==> src/rtl/send_mailbox.sv <==
// Four-entry send mailbox: FIFO of {channel tag, data word} between decode and consumer.
// Optional parity storage enabled by defining SEND_MAILBOX_PARITY_EN.
module send_mailbox (
  input  logic        clk,
  input  logic        rst_n,
  input  logic        send,
  input  logic        send_sel,
  input  logic [15:0] send_data,
  output logic        send_stall,
  output logic        out_valid,
  input  logic        out_ready,
  output logic [15:0] out_data,
  output logic        out_chan,
  output logic        out_parity,
  output logic [2:0]  level,
  output logic        overflow,
  input  logic        clr_ovf
);

  typedef enum logic [2:0] {
    ST_EMPTY   = 3'b001,
    ST_PARTIAL = 3'b010,
    ST_FULL    = 3'b100
  } occ_state_e;

  occ_state_e  state_q, state_d;
  logic [2:0]  level_q, level_d;
  logic [1:0]  wr_ptr_q, wr_ptr_d;
  logic [1:0]  rd_ptr_q, rd_ptr_d;
  logic        overflow_q, overflow_d;
  logic        enq;
  logic        deq;

  logic [15:0] mem_data_q [4];
  logic        mem_chan_q [4];

`ifdef SEND_MAILBOX_PARITY_EN
  logic        mem_par_q  [4];

  function automatic logic calc_parity(input logic sel, input logic [15:0] data);
    calc_parity = ^{sel, data};
  endfunction
`endif

  // Handshake decode and next-state computation for pointers, level and flags
  always_comb begin
    deq        = (state_q != ST_EMPTY) & out_ready;
    enq        = send & ((state_q != ST_FULL) | deq);
    level_d    = level_q;
    wr_ptr_d   = wr_ptr_q;
    rd_ptr_d   = rd_ptr_q;
    overflow_d = overflow_q;
    state_d    = state_q;

    case ({enq, deq})
      2'b10:   level_d = level_q + 3'd1;
      2'b01:   level_d = level_q - 3'd1;
      default: level_d = level_q;
    endcase

    if (enq) begin
      wr_ptr_d = wr_ptr_q + 2'd1;
    end else begin
      wr_ptr_d = wr_ptr_q;
    end

    if (deq) begin
      rd_ptr_d = rd_ptr_q + 2'd1;
    end else begin
      rd_ptr_d = rd_ptr_q;
    end

    case (level_d)
      3'd0:    state_d = ST_EMPTY;
      3'd4:    state_d = ST_FULL;
      default: state_d = ST_PARTIAL;
    endcase

    // A drop sets the flag even when software clears it in the same cycle
    if (send & (state_q == ST_FULL) & ~deq) begin
      overflow_d = 1'b1;
    end else if (clr_ovf) begin
      overflow_d = 1'b0;
    end else begin
      overflow_d = overflow_q;
    end
  end

  // Control state register with synchronous active-low reset
  always_ff @(posedge clk) begin
    if (!rst_n) begin
      state_q    <= ST_EMPTY;
      level_q    <= 3'd0;
      wr_ptr_q   <= 2'd0;
      rd_ptr_q   <= 2'd0;
      overflow_q <= 1'b0;
    end else begin
      state_q    <= state_d;
      level_q    <= level_d;
      wr_ptr_q   <= wr_ptr_d;
      rd_ptr_q   <= rd_ptr_d;
      overflow_q <= overflow_d;
    end
  end

  // Storage array is intentionally left unreset; contents are ignored while empty
  always_ff @(posedge clk) begin
    if (enq) begin
      mem_data_q[wr_ptr_q] <= send_data;
      mem_chan_q[wr_ptr_q] <= send_sel;
`ifdef SEND_MAILBOX_PARITY_EN
      mem_par_q[wr_ptr_q]  <= calc_parity(send_sel, send_data);
`endif
    end
  end

  assign out_valid  = (state_q != ST_EMPTY);
  assign send_stall = (state_q == ST_FULL);
  assign level      = level_q;
  assign overflow   = overflow_q;
  assign out_data   = mem_data_q[rd_ptr_q];
  assign out_chan   = mem_chan_q[rd_ptr_q];
`ifdef SEND_MAILBOX_PARITY_EN
  assign out_parity = mem_par_q[rd_ptr_q];
`else
  assign out_parity = 1'b0;
`endif

endmodule

==> config.mk <==
export PLATFORM = sky130hd
export DESIGN_NAME = send_mailbox
export DESIGN_NICKNAME = d
export VERILOG_FILES = /design/src/rtl/send_mailbox.sv
export SDC_FILE = /design/constraint.sdc
export NUM_CORES = 1
export LEC_CHECK = 0
export BUFFER_PORTS_ARGS = -buffer_cell sky130_fd_sc_hd__buf_2
export CORE_ASPECT_RATIO = 0.8
export CORE_UTILIZATION = 53
export CTS_BUF_LIST = sky130_fd_sc_hd__clkbuf_2 sky130_fd_sc_hd__clkbuf_4 sky130_fd_sc_hd__clkbuf_8
export DETAILED_ROUTE_END_ITERATION = 12
export GPL_ROUTABILITY_DRIVEN = 0
export GPL_TIMING_DRIVEN = 1
export PLACE_DENSITY = 0.79
export REMOVE_ABC_BUFFERS = 1
export SETUP_SLACK_MARGIN = 0.1
export SLEW_MARGIN = 10
export SYNTH_ARGS = -nofsm -noshare
export SYNTH_HDL_FRONTEND = slang
export SYNTH_SLANG_ARGS = --single-unit
==> constraint.sdc <==
create_clock -name clk -period 2.1 [get_ports clk]
set_input_delay 0 -clock clk [delete_from_list [all_inputs] [get_ports clk]]
set_output_delay 0 -clock clk [all_outputs]
set_load 0.01 [all_outputs]
### Word level (Yosys, flattened, before mapping)

Memories as Yosys holds them, arrays and structs flattened. A register that Yosys moved wholly into a read port is not among the register bits.
Index checks and enable logic that the tools add are counted.
Widths: inputs -> output; s select.

* logic and storage cells: 35
* bits in writable memories: 68
* input port bits: 22
* memories: 2
* register bits after elaboration: 11
* output and inout port bits: 24

Memories
* mem_data_q: words 4, bits a word 16, read ports 1, clocked after memory_dff 1, write ports 1, line 34 `logic [15:0] mem_data_q [4];`
* mem_chan_q: words 4, bits a word 1, read ports 1, clocked after memory_dff 1, write ports 1, line 35 `logic mem_chan_q [4];`

* reduce and logical (&&, ||, !) cells: 2
* bitwise operators: 6
* add/sub/neg operators: 4
* equality and inequality tests: 6
* muxes and demuxes: 10

Operators by type and width (number)
* $pmux 3 s2: 2
* $mux 2: 4
* $eq 3x3->1 const B: 2
* $add 2x1->2 const B: 2
* $and 1x1->1: 4
* $mux 1: 4
* $add 3x1->3 const B: 1
* $logic_not 3->1: 1
* $ne 3x1->1 const B: 1
* $ne 3x3->1 const B: 1
* $sub 3x1->3 const B: 1
* $eq 2x1->1 const B: 1
* $eq 2x2->1 const B: 1
* $reduce_bool 2->1: 1
* $not 1->1: 1
* $or 1x1->1: 1

### Longest topological paths before layout

Gate-level depths: netlist of the first run.

* word-level depth: 8
* gate-level depth with buffers: 10
* gate-level depth less buffers: 9

### Worst setup path after synthesis of the first run

No wires, ideal clock.

* path type: reg2reg
* start: register state_q[2]
* end: register state_q[2]
* path slack: -0.061 ns
* cell stages (with the launch flop): 11
* buffers on the path: 1
* data arrival time: 2.096 ns
* data required time: 2.035 ns
* clock period less this slack: 2.161 ns
* library setup time: 0.065 ns
* cell sequence: dfxtp_1 > or3b_1 > and2_4 > buf_6 > nand2_1 > fa_1 > nand2b_1 > a211oi_1 > a311oi_2 > mux2i_1 > nor2b_1

* word-level cells in the longest chain between the ends: 8
* elaborated cells between the ends (all ways): 11
* classes of those cells: eq/ne (5); mux (2); bitwise (3); reduce/logical (1)

RTL lines
* start, declared: line 26 `occ_state_e state_q, state_d;`
* start signal, assigned: line 98 `state_q <= state_d;`
* $ne 3x1->1 (*)
* via out_valid: line 10 `output logic out_valid,`
* $and 1x1->1 (*): line 47 `deq = (state_q != ST_EMPTY) & out_ready;`
* $or 1x1->1: line 48 `enq = send & ((state_q != ST_FULL) | deq);`
* $and 1x1->1: line 48
* $eq 2x1->1 / $eq 2x2->1 (equally long branches): line 55 `case ({enq, deq})`
* $pmux 3 s2 (*): line 55
* $eq 3x3->1 / $logic_not 3->1 (equally long branches): line 73 `case (level_d)`
* $pmux 3 s2 (*): line 73

The timed path passes the listed nets; every way through them passes the cells marked *.
A chain may end at the register's enable or synchronous reset.

### Final worst setup path of the first run

* start: register state_q[2]
* end: register state_q[2]

* word-level cells in the longest chain between the ends: 8
* elaborated cells between the ends (all ways): 11
* classes of those cells: eq/ne (5); mux (2); bitwise (3); reduce/logical (1)

RTL lines (line)
* $ne 3x1->1: 47
* $and 1x1->1: 47
* $or 1x1->1: 48
* $and 1x1->1: 48
* $eq 2x1->1 / $eq 2x2->1 (equally long branches): 55
* $pmux 3 s2 (*): 55
* $eq 3x3->1 / $logic_not 3->1 (equally long branches): 73
* $pmux 3 s2 (*): 73

Mark *: on every way between the ends. The rest lies on a longest branch, timed or not.

==> results_dict.tcl, run 1 <==
set metrics [dict create \
    hp-class "in2reg" \
    yosysWarnings 0 \
    ys_ff_latch 81 \
    layout.nets 265 \
    io_pins 46 \
    outcome "complete, but fails checks" \
    grt_most_used_layer "met2" \
    area_delta_synth_final_pct 24.5 \
    yosysUniqueCellTypes 34 \
    grtUsageMet1_pct 24.9 \
    row_count 24 \
    maxCapViolCount 0 \
    crit_start "state_q[2]$_SDFF_PN0_" \
    drive_above_1_share_pct 42.4 \
    synth_top_area_share_pct 65.1 \
    synth.most_common_cell "edfxtp_1" \
    ys_top_cells_by_area "edfxtp_1, mux4_2, dfxtp_1, and2_1, ha_1" \
    mappedNetlistArea_mm2 0.00314 \
    violations "setup timing" \
    synth_common_cells "edfxtp_1, mux4_2, dfxtp_1" \
    grt_max_degree 18 \
    synth_top_area_cell "edfxtp_1" \
    p_clk_share_pct 24.4 \
    rsz0062_at_grt "yes" \
    dp.cells 279 \
    place_hpwl_um 3350 \
    grt_pass1_vias 1846 \
    finalHoldViolations 0 \
    drcViolationCount 0 \
    io_buffers 44 \
    antenna_found_initial 0 \
    cts_root_buf "clkbuf_8" \
    drt_pass1_iterations 4 \
    p_switching_w 0.00117 \
    slew_violations 0 \
    p_leak_nw 1.42 \
    crit_end "state_q[2]$_SDFF_PN0_" \
    cts_buffer_depth 2 \
    core_area_mm2 0.00559 \
    finalPower_w 0.00410 \
    setup.worst_path.class "reg2reg" \
    max_freq_mhz 475 \
    worst_slack_ns -0.00360 \
    start_kind "flop" \
    p_sw_share_pct 28.6 \
    grt_use_total_pct 21.0 \
    die_w_um 88.0 \
    gr-total-overflow 0 \
    path_max_fanout 3 \
    syn-mean-instance-area_um2 19.5 \
    peakVddDrop_mv 0.564 \
    cts_buffers 9 \
    drt-initial-drc-count 97 \
    num_antenna_cells 0 \
    detail_route.vias_per_cell 5.40 \
    power_frac_seq_pct 48.1 \
    final_antenna_net_count 0 \
    synth_ff_type "edfxtp_1" \
    dieArea_mm2 0.00623 \
    dieHeight_um 70.8 \
    pwr-share-comb_pct 27.5 \
    layout_worst_path_cycle_share_pct 100 \
    p_int_w 0.00292 \
    start_util_pct 56.1 \
    met2_usage_pct 35.6 \
    h-tree-depth 3 \
    wirelength_um 5600 \
    vias 1734 \
    cp.required_ns 2.38 \
    endpoint_kind "flop" \
    worstRegToRegCells 9 \
    clock_latency_ns 0.35 \
    wl_per_cell_um 17.4 \
    setup_viol 1 \
    slew_headroom_pct 61.4 \
    fin_crit_ns 2.10 \
    netlist_instances 161 \
    seq_area_frac_synth_pct 73.4 \
    grtUsageMet3_pct 6.07 \
    async_flop_share_pct 0 \
    fin_skew_ns 0.00449 \
    grt_pass1_wl_um 9140 \
    final_cells 321 \
    synth_edf_count 68 \
    clock_sinks 81 \
    arrival_ns 2.39 \
    cts_tree "built" \
    r2r_setup_slack_ns -0.004 \
    rr_endpoint "state_q[2]$_SDFF_PN0_" \
    clk_pin_slew_worst_paths_ns 0.08 \
    p_per_area_mw_per_mm2 1050 \
    rr_startpoint "state_q[2]$_SDFF_PN0_" \
    tightest_slew_ns 0.571 \
]
-- critical path, stage by stage (launching register included) --
cell and delay [ns]:
dfxtp_2 0.34, or3b_1 0.36, and2_4 0.17, nand2_4 0.07
fa_2 0.20, nand2b_4 0.13, nor3_2 0.04, a311oi_2 0.28
mux2i_1 0.29, nor2b_1 0.16
-- flip-flops by register name (all words and copies together), names as in the netlist, named ones only --
register / flops
level: 3
mem_chan_q: 4
mem_data_q: 64
overflow: 1
rd_ptr_q: 2
state_q: 3
wr_ptr_q: 2
-- cell families after synthesis --
kind of cell    count (synthesis)  share of synthesized area (%)
fa+ha+maj                       5                           2.23
flops                          81                           73.4
buf+inv                        12                           1.88
xor+xnor                        4                           1.12
mux                            20                           13.2
compound gates                  7                           2.19
other cells                     1                          0.120
simple gates                   31                           5.87
-- layout by cell type, fill, tap and decap left out, types with 4 or more instances in the layout --
cell,n
mux4_2,17
dfxtp_1,10
buf_2,44
dlygate4sd3_1,19
edfxtp_1,68
and2_2,4
buf_4,10
inv_1,5
and2_1,7
clkbuf_8,9
ha_1,4
-- worst min path at each step --
stage | start | end | slack, ns | depth (start not counted)
final | send | overflow$_SDFFE_PN0P_ | 0.06 | 3
after global routing | send | overflow$_SDFFE_PN0P_ | 0.06 | 3
after CTS | send | overflow$_SDFFE_PN0P_ | 0.03 | 3
after detailed placement | send_sel | mem_chan_q[0]$_DFFE_PP_ | 0.22 | 1
after global placement | send_data[4] | mem_data_q[1][4]$_DFFE_PP_ | 0.21 | 1
after floorplan | rst_n | state_q[0]$_SDFF_PN1_ | 0.09 | 1
-- through the flow --
step	setup slack, ns	hold slack (ns)	setup TNS, ns	util, %	instance area (um^2)
final	-0.00360	0.0638	-0.00360	69.9	3900
after global routing	-0.101	0.0640	-0.212	69.9	3900
after CTS	0.0448	0.0298	0	69.4	3880
after detailed placement	-0.0193	0.219	-0.0193	61.5	3440
after global placement	0.0930	0.210	0	61.5	3440
after floorplan	0.0262	0.0919	0	-	3100
-- routing by layer --
layer | share of wire (%) | wire length, um | up-vias
met4 | 2.4 | 133 | 0
met1 | 40 | 2220 | 884
met5 | 0 | 0 | -
met2 | 53 | 2980 | 61
met3 | 4.6 | 256 | 14
li1 | - | - | 775
-- repair_timing --
| item | in CTS | in global routing |
|---|---|---|
| hold buffers | 19 | 0 |
| endpoints found under the setup margin | 72 | 72 |
| pin swaps | 4 | 1 |
| buffers inserted | 6 | 1 |
| resized for setup | 12 | 3 |
| hold endpoints to repair | 73 | 0 |
-- final cells by class --
cell class | count | area [um^2]
Inverter | 5 | 18.8
Timing Repair Buffer | 73 | 485
Clock buffer | 9 | 124
Sequential cell | 81 | 2310
Multi-Input combinational cell | 68 | 817
Tap cell | 78 | 97.6
Clock inverter | 7 | 53.8
Fill cell | 370 | 1680
-- power groups by stage --
stage	sequential, W	clock (W)	combinational (W)
finish	0.00197	0.00100	0.00113
global route	0.00198	0.00109	0.00121
floorplan	0.00206	0	0.000567
CTS	0.00197	0.00103	0.00107
detailed placement	0.00201	0	0.000946
global placement	0.00199	0	0.000914
Power figures use the tool's default switching activity.
==> run 2: changes to the inputs <==
--- a/config.mk
+++ b/config.mk
@@ -5,6 +5,7 @@
 export SDC_FILE = /design/constraint.sdc
 export NUM_CORES = 1
 export LEC_CHECK = 0
+export ABC_AREA = 1
 export BUFFER_PORTS_ARGS = -buffer_cell sky130_fd_sc_hd__buf_2
 export CORE_ASPECT_RATIO = 0.8
 export CORE_UTILIZATION = 53
==> run 2 against run 1 <==
The run now ends clean. Register-to-register slack better by 0.43 ns. Count of clock-buffer cells in the layout up 3. Synthesized cell count up 56%. Cell area unchanged. Sequential power down 4%. Combinational power down 35%. Clock power up 10%. Die area up 0.74%. Wire length up 9.0%. Largest cell class unchanged. Fmax up 22%. Global-route usage up 0.77 points. Worst hold slack better by 0.0053 ns.
==> results_dict.tcl, run 2 <==
set metrics [dict create \
    arrival_ns 1.73 \
    grt_max_degree 35 \
    detail_route.vias_per_cell 5.21 \
    peakVddDrop_mv 0.602 \
    setup.worst_path.class "reg2out" \
    start_util_pct 56.6 \
    slew_headroom_pct 63.1 \
    slew_violations 0 \
    fillers 414 \
    synth_edf_count 68 \
    drive_above_1_share_pct 25.7 \
    dieHeight_um 71.1 \
    cts_buffers 9 \
    num_antenna_cells 0 \
    worstRegToRegCells 11 \
    gr-total-overflow 0 \
    h-tree-depth 3 \
    seq_area_frac_synth_pct 72.9 \
    crit_buf_inv 3 \
    cp_top_family "buffers and inverters" \
    layout.nets 353 \
    area_delta_synth_final_pct 23.5 \
    fin_crit_ns 1.73 \
    max_freq_mhz 578 \
    finalHoldViolations 0 \
    drcViolationCount 0 \
    yosysUniqueCellTypes 23 \
    async_flop_share_pct 0 \
    layout_worst_path_cycle_share_pct 82.4 \
    largestRegisters "mem_data_q: 64 flops, mem_chan_q: 4 flops" \
    largest_reg_flops 64 \
    p_per_area_mw_per_mm2 955 \
    cts_hold_buffers 20 \
    grt_pass1_wl_um 9820 \
    drt_pass1_iterations 4 \
    clock_latency_ns 0.35 \
    hold_path_depth 4 \
    ys_top_cells_by_area "edfxtp_1, dfxtp_1, o21ai_0, nor2_1, o22ai_1" \
    endpoint_kind "output pin" \
    whs_ns 0.0691 \
    grtUsageMet1_pct 26.8 \
    crit_chain "inv_1 -> buf_4 -> o21ai_0 -> o22ai_1 -> buf_2" \
    outcome "completed" \
    grt_pass1_vias 2085 \
    synth_common_cells "edfxtp_1, nor2_1, o21ai_0" \
    clock_sinks 81 \
    cp_slowest_stage_delay_ns 0.32 \
    met2_usage_pct 35.5 \
    r2r_setup_slack_ns 0.43 \
    yosysWarnings 0 \
    tightest_slew_ns 0.552 \
    io_pins 46 \
    rr_startpoint "state_q[2]$_SDFF_PN0_" \
    p_leak_nw 1.52 \
    mostFrequentLayoutCells "edfxtp_1, buf_2, nor2_1" \
    drt-initial-drc-count 67 \
    cts_resized 0 \
    io_buffers 44 \
    hold_start "out_ready" \
    antenna_found_initial 0 \
    fin_tns_setup_ns 0 \
    mappedNetlistArea_mm2 0.00316 \
    max_flop_register "mem_data_q" \
    rr_endpoint "state_q[0]$_SDFF_PN1_" \
    hold_end "rd_ptr_q[0]$_SDFFE_PN0N_" \
    maxCapViolCount 0 \
    grt_most_used_layer "met2" \
    row_count 24 \
    die_w_um 88.3 \
    fin_skew_ns 0.0103 \
    synth_top_area_cell "edfxtp_1" \
    path_max_fanout 22 \
    post_cts_buffers 0 \
    hp-class "in2reg" \
    wirelength_um 6100 \
    vias 2130 \
    clk_pin_slew_worst_paths_ns 0.07 \
    dieArea_mm2 0.00628 \
    slowest_stage "buf_4" \
    synth_ff_type "edfxtp_1" \
    netlist_instances 251 \
    rsz0062_at_grt "no" \
    final_antenna_net_count 0 \
    grtUsageMet3_pct 7.70 \
    synth_top_area_share_pct 64.6 \
    cts_tree "built" \
    layout_commonest_cell "edfxtp_1" \
    core_area_mm2 0.00559 \
    cts_root_buf "clkbuf_8" \
    start_kind "flop" \
    grt_use_total_pct 21.8 \
    setup_viol 0 \
    synth.most_common_cell "edfxtp_1" \
    place_hpwl_um 3820 \
    cp.required_ns 2.10 \
    cts_buffer_depth 2 \
    wl_per_cell_um 14.9 \
    syn-mean-instance-area_um2 12.6 \
    ys_ff_latch 81 \
]
==> run 2: report_power, final <==
| part | internal, W | total (W) | leakage (nW) | switching (W) |
|---|---|---|---|---|
| registers | 0.00185 | 0.00190 | 0.732 | 0.0000451 |
| clock network | 0.000585 | 0.00110 | 0.101 | 0.000512 |
| logic | 0.000273 | 0.000730 | 0.683 | 0.000457 |
==> run 2: worst register-to-register path: cells and delay by family, from the launching register on <==
| family | cells | cell delay, ns |
|---|---|---|
| buf+inv | 1 | 0.10 |
| flops | 1 | 0.36 |
| simple gates | 9 | 0.78 |
| fa+ha+maj | 1 | 0.39 |
==> run 2: per-stage QoR <==
step | std cells | power, W | setup slack (ns) | area [um^2] | util (%)
detailed placement | 373 | 0.00264 | 0.438 | 3510 | 62.8
global route | 409 | 0.00392 | 0.225 | 3900 | 69.9
floorplan | 240 | 0.00235 | 0.359 | 3110 | -
finish | 409 | 0.00373 | 0.369 | 3900 | 69.9
global placement | 373 | 0.00260 | 0.483 | 3510 | 62.8
CTS | 409 | 0.00376 | 0.330 | 3900 | 69.9
==> run 2: final cells by class <==
type	instances	area, um^2	area share (%)
Inverter	19	71.3	1.83
Clock buffer	12	146	3.75
Tap cell	78	97.6	2.50
Timing Repair Buffer	75	503	12.9
Multi-Input combinational cell	140	734	18.8
Sequential cell	81	2300	59.0
Clock inverter	4	47.5	1.22
==> run 2: how the worst max path moves through the flow <==
stage,from,endpoint,slack (ns),cells past startpoint
after floorplan,state_q[1]$_SDFF_PN0_,mem_chan_q[0]$_DFFE_PP_,0.36,4
after detailed placement,state_q[2]$_SDFF_PN0_,state_q[0]$_SDFF_PN1_,0.44,10
after global routing,flop,out_data[6],0.23,5
final,flop,out_data[6],0.37,5
after global placement,state_q[2]$_SDFF_PN0_,state_q[0]$_SDFF_PN1_,0.48,10
after CTS,flop,out_data[6],0.33,5
==> run 2: logic make-up (layout without fill, tap and decap cells) <==
family / count (synthesis) / count (layout) / share of synthesized area (%)
and+or+nand+nor: 72 / 72 / 10.2
buffers and inverters: 30 / 110 / 3.88
adders and majority gates: 5 / 5 / 2.22
DFF: 81 / 81 / 72.9
other: 1 / 1 / 0.119
AOI/OAI and AO/OA: 62 / 62 / 10.7
==> run 2: routing by layer <==
layer	share of wire [%]	wire length (um)
met2	49	3020
met4	1.7	104
met3	6.0	366
met1	43	2610
met5	0	0
